==> src/rtl/d_reg_bank_if.sv <==
// rtl/d_reg_bank_if.sv - load/commit/status bundle for the multi-channel register bank
interface d_reg_bank_if #(
    parameter int WIDTH = 8,
    parameter int NCH   = 4
);
    logic                   mode;
    logic [NCH-1:0]         en;
    logic [NCH*WIDTH-1:0]   d;
    logic                   commit;
    logic                   clr;
    logic [NCH*WIDTH-1:0]   q;
    logic [NCH-1:0]         dirty;
    logic [NCH-1:0]         stale;
    logic                   commit_ack;

    modport master (
        output mode, en, d, commit, clr,
        input  q, dirty, stale, commit_ack
    );

    modport slave (
        input  mode, en, d, commit, clr,
        output q, dirty, stale, commit_ack
    );
endinterface

==> src/rtl/d_reg_bank.sv <==
// rtl/d_reg_bank.sv - per-channel shadow/commit register bank with staleness tracking
module d_reg_bank #(
    parameter int WIDTH       = 8,
    parameter int NCH         = 4,
    parameter int STALE_LIMIT = 15
) (
    input  logic         clk,
    input  logic         rst_n,
    d_reg_bank_if.slave  bus
);
    localparam int AW = $clog2(STALE_LIMIT + 1);
    localparam logic [AW-1:0] AGE_MAX = AW'(STALE_LIMIT);

    logic [WIDTH-1:0] shadow_r [NCH];
    logic [WIDTH-1:0] shadow_n [NCH];
    logic [WIDTH-1:0] q_r      [NCH];
    logic [WIDTH-1:0] q_n      [NCH];
    logic [AW-1:0]    age_r    [NCH];
    logic [AW-1:0]    age_n    [NCH];
    logic [NCH-1:0]   dirty_r;
    logic [NCH-1:0]   dirty_n;
    logic [NCH-1:0]   q_wr;
    logic             ack_r;

    // Per-channel next state: a load on the same edge as a commit wins over the
    // older shadow contents, and any q write restarts that channel's age.
    always_comb begin
        dirty_n = dirty_r;
        q_wr    = '0;
        for (int i = 0; i < NCH; i++) begin
            shadow_n[i] = shadow_r[i];
            q_n[i]      = q_r[i];
            if (bus.en[i]) begin
                shadow_n[i] = bus.d[i*WIDTH +: WIDTH];
                if (bus.mode || bus.commit) begin
                    q_n[i]     = bus.d[i*WIDTH +: WIDTH];
                    dirty_n[i] = 1'b0;
                    q_wr[i]    = 1'b1;
                end else begin
                    dirty_n[i] = 1'b1;
                end
            end else if (bus.commit && dirty_r[i]) begin
                q_n[i]     = shadow_r[i];
                dirty_n[i] = 1'b0;
                q_wr[i]    = 1'b1;
            end
            if (q_wr[i]) begin
                age_n[i] = '0;
            end else if (age_r[i] == AGE_MAX) begin
                age_n[i] = age_r[i];
            end else begin
                age_n[i] = age_r[i] + AW'(1);
            end
        end
    end

    // State registers; reset and clear both return everything to idle and
    // suppress the ack for a commit sampled on the same edge.
    always_ff @(posedge clk) begin
        if (!rst_n || bus.clr) begin
            dirty_r <= '0;
            ack_r   <= 1'b0;
            for (int i = 0; i < NCH; i++) begin
                shadow_r[i] <= '0;
                q_r[i]      <= '0;
                age_r[i]    <= '0;
            end
        end else begin
            dirty_r <= dirty_n;
            ack_r   <= bus.commit;
            for (int i = 0; i < NCH; i++) begin
                shadow_r[i] <= shadow_n[i];
                q_r[i]      <= q_n[i];
                age_r[i]    <= age_n[i];
            end
        end
    end

    genvar g;
    generate
        for (g = 0; g < NCH; g++) begin : g_out
            assign bus.q[g*WIDTH +: WIDTH] = q_r[g];
            assign bus.stale[g]            = (age_r[g] == AGE_MAX);
        end
    endgenerate

    assign bus.dirty      = dirty_r;
    assign bus.commit_ack = ack_r;
endmodule

==> src/flat_wrapper.sv <==
// flat-port wrapper written by rule: the top's interface ports become plain ports
module d_reg_bank_flat 
#(
    parameter int WIDTH       = 8,
    parameter int NCH         = 4,
    parameter int STALE_LIMIT = 15
)
  (clk, rst_n, bus_mode, bus_en, bus_d, bus_commit, bus_clr, bus_q, bus_dirty, bus_stale, bus_commit_ack);
  d_reg_bank_if #(.WIDTH(WIDTH), .NCH(NCH)) bus_i ();
  input  logic clk;
  input  logic rst_n;
  input wire logic [$bits(bus_i.mode)-1:0] bus_mode;
  input wire logic [$bits(bus_i.en)-1:0] bus_en;
  input wire logic [$bits(bus_i.d)-1:0] bus_d;
  input wire logic [$bits(bus_i.commit)-1:0] bus_commit;
  input wire logic [$bits(bus_i.clr)-1:0] bus_clr;
  output wire logic [$bits(bus_i.q)-1:0] bus_q;
  output wire logic [$bits(bus_i.dirty)-1:0] bus_dirty;
  output wire logic [$bits(bus_i.stale)-1:0] bus_stale;
  output wire logic [$bits(bus_i.commit_ack)-1:0] bus_commit_ack;
  assign bus_i.mode = bus_mode;
  assign bus_i.en = bus_en;
  assign bus_i.d = bus_d;
  assign bus_i.commit = bus_commit;
  assign bus_i.clr = bus_clr;
  assign bus_q = bus_i.q;
  assign bus_dirty = bus_i.dirty;
  assign bus_stale = bus_i.stale;
  assign bus_commit_ack = bus_i.commit_ack;
  d_reg_bank #(.WIDTH(WIDTH), .NCH(NCH), .STALE_LIMIT(STALE_LIMIT)) u_core (.clk(clk), .rst_n(rst_n), .bus(bus_i));
endmodule
==> config.mk <==
export PLATFORM = sky130hd
export DESIGN_NAME = d_reg_bank_flat
export DESIGN_NICKNAME = d
export VERILOG_FILES = /design/src/rtl/d_reg_bank_if.sv /design/src/rtl/d_reg_bank.sv /design/src/flat_wrapper.sv
export SDC_FILE = /design/constraint.sdc
export NUM_CORES = 1
export LEC_CHECK = 0
export ABC_CLOCK_PERIOD_IN_PS = 1100
export CORE_ASPECT_RATIO = 1.2
export CORE_MARGIN = 2
export CORE_UTILIZATION = 46
export CTS_BUF_LIST = sky130_fd_sc_hd__clkbuf_4 sky130_fd_sc_hd__clkbuf_8
export DETAILED_ROUTE_END_ITERATION = 7
export PLACE_DENSITY = 0.78
export SLEW_MARGIN = 10
export SYNTH_ARGS = -nofsm -noshare
export SYNTH_HDL_FRONTEND = slang
export SYNTH_SLANG_ARGS = --single-unit
==> constraint.sdc <==
create_clock -name clk -period 1.1 [get_ports clk]
set_input_delay 0.11 -clock clk [delete_from_list [all_inputs] [get_ports clk]]
set_output_delay 0.11 -clock clk [all_outputs]
set_load 0.01 [all_outputs]
==> reports/results.tsv <==
metric	value	unit
Remaining DRCs	0	
Max-Cap Viols	0	
die width	81.69	µm
TritonCTS clock tree	done	
Synth Area per Inst	10.44	µm²
RSZ-0062 raised after global routing	yes	
Root Buffer	clkbuf_8	
register area share after synthesis	0.5107	
maximum clock path buffer count	2	
Total GRT Usage	0.2397	
synthesis-stage register bit count	85	
via count	3105	
routability congestion estimate	0.7371	
vias in the first global route	3227	
CORE AREA	7147	µm²
drt via density	5.496	
GR Util met1	0.2802	
DIE AREA	7943	µm²
Overflow after GRT	0	
Placement Rows	34	
Slew Viols, Final	0	
final number of hold-violating endpoints	0	
Max FO, Critical Path	2	
antenna violations before repair	0	
Total Nets Final	515	
Worst-Margin Slew	0.4327	ns
Layout area overhead	70.45	%
Pwr Total	6.447	mW
worst min-delay path category	in2reg	
Post-DP HPWL	5907	µm
worst vdd ir	1.109	mV
commonest cells after routing, fill and taps aside	66 x dfxtp_1, 59 x buf_4, 38 x nor2_1	
Sink Count	85	
failing checks	setup timing	
first-pass GRT wire length	14870	µm
Yosys warning count	0	
Clock Skew	0.01162	ns
cells after synthesis	319	
DR WL/cell	18.05	µm
worst skew pair latency	0.35	ns
pre-CTS setup slack	-0.5746	ns
commonest non-fill, non-tap cell in the layout	dfxtp_1	
part of the cycle the worst path needs	1.162	
fmax	782.0	MHz
power per cell area	1135	nW/µm²
H-Tree Depth	3	
CTS buffer count	9	
status	finished, violations left	
Post-Syn Area	3332	µm²
initial drt markers	125	
CTS Hold Buffers Added	0	
setup violators final	31	
drt total wl	10200	µm
post-synth cell types	26	
final worst slack	-0.1787	ns
initial core utilization	0.4662	
leakage	2.271	nW
Worst-path clk slew	0.09	ns
first drt pass iteration count	4	
I/O pin count	82	
n_diodes	0	
largest net degree at the start of global routing	34	
critical path endpoint category	output pin	
Period minus WS final	1.279	ns
GR Util met3	0.05019	
Crit path arrival time	1.17	ns
Post-Syn Nets	364	
Antenna Nets Post-Route	0	
Worst Path Required	0.99	ns
fraction of layout cells with a size suffix above 1	0.5116	
CP Class	reg2out	
Max-slew headroom	0.7041	
critical path launch point type	flip-flop	
global routing's busiest layer	met2	
number of I/O port buffers	81	
routing usage on met2	0.4275	
Die Ht	97.23	µm
-- metal layers --
layer,wire length [µm],up-vias,share of wire
met5,0,-,0
met4,282,0,0.028
met3,384,25,0.038
met2,5608,80,0.55
met1,3921,1525,0.38
li1,-,1475,-
-- Yosys cell counts --
library cell,number,area share
a2111oi_0,4,0.011
a2111oi_2,4,0.018
a21oi_2,4,0.011
a31o_1,8,0.021
a31o_2,24,0.063
a31oi_1,3,0.0056
and2_1,1,0.0019
buf_2,15,0.023
buf_4,3,0.0068
buf_6,4,0.014
clkbuf_1,4,0.0045
dfxtp_1,85,0.51
ha_1,4,0.015
inv_1,5,0.0056
mux2i_1,36,0.11
nand2b_4,1,0.0041
nand3_1,8,0.012
nand3b_1,4,0.0090
nor2_1,43,0.048
nor2_4,1,0.0034
nor2b_1,1,0.0019
nor3_1,13,0.020
nor4_1,32,0.060
o21ai_0,4,0.0060
or2_1,4,0.0075
xnor2_1,4,0.011
-- registers in the layout, summed over array words and instances, names as in the netlist --
name,flops
u_core.bus.commit_ack,1
u_core.age_r,16
u_core.q_r,32
u_core.shadow_r,32
u_core.bus.dirty,4
-- where the power goes --
part	internal, mW	switching [mW]	leakage [nW]	total (mW)
sequential	3.15	0.0487	0.700	3.20
clock	1.06	1.15	0.0960	2.21
combinational	0.532	0.509	1.47	1.04
total	4.74	1.71	2.27	6.45
-- cell families after synthesis --
| family | synth area share |
|---|---|
| and+or+nand+nor | 0.1679 |
| DFF | 0.5107 |
| AOI/OAI and AO/OA | 0.1348 |
| muxes | 0.1082 |
| buffers and inverters | 0.05295 |
| xor gates and xnor gates | 0.01051 |
| adders and majority gates | 0.01502 |
-- what timing repair did --
item | in CTS | in global routing
endpoints found under the setup margin | 88 | 89
resized for setup | 125 | 141
pin swaps | 9 | 32
gates cloned | 3 | 0
setup buffers | 4 | 9
-- final timing paths --
check / startpoint / slack, ns / depth (start not counted) / endpoint
worst max-delay path: u_core.age_r[0][8] / -0.18 / 4 / bus_stale[2]
worst min register to register: u_core.q_r[0][3] / 0.49 / 1 / u_core.q_r[0][3]
worst max register to register: u_core.age_r[0][8] / -0.13 / 5 / u_core.age_r[0][11]
worst min-delay path: rst_n / 0.16 / 3 / u_core.shadow_r[0][17]
-- through the flow --
step | area [µm²] | std cells | setup TNS, ns | hold slack [ns] | util
after global routing | 5679 | 565 | -2.607 | 0.1668 | 0.7946
after CTS | 5171 | 556 | -0.4662 | 0.3359 | 0.7236
after floorplan | 3378 | 319 | -0.7479 | 0.2153 | -
after global placement | 4751 | 536 | -33.35 | 0.4699 | 0.6647
final | 5679 | 565 | -1.176 | 0.1550 | 0.7946
after detailed placement | 4751 | 536 | -34.93 | 0.4759 | 0.6647
-- layout make-up --
class                      count  area (µm²)
fill                         427        1468
timing repair buffer         165        1540
sequential                    85        1735
tap                           90       112.6
multi-input combinational    204        2076
clock buffer                   9       123.9
clock inverter                 7       72.57
inverter                       5       18.77
-- critical path: stages, from the launching register on --
cell	delay, ns
dfxtp_2	0.37
ha_4	0.17
nand3_4	0.10
inv_2	0.09
buf_6	0.10
Power figures use the tool's default switching activity.
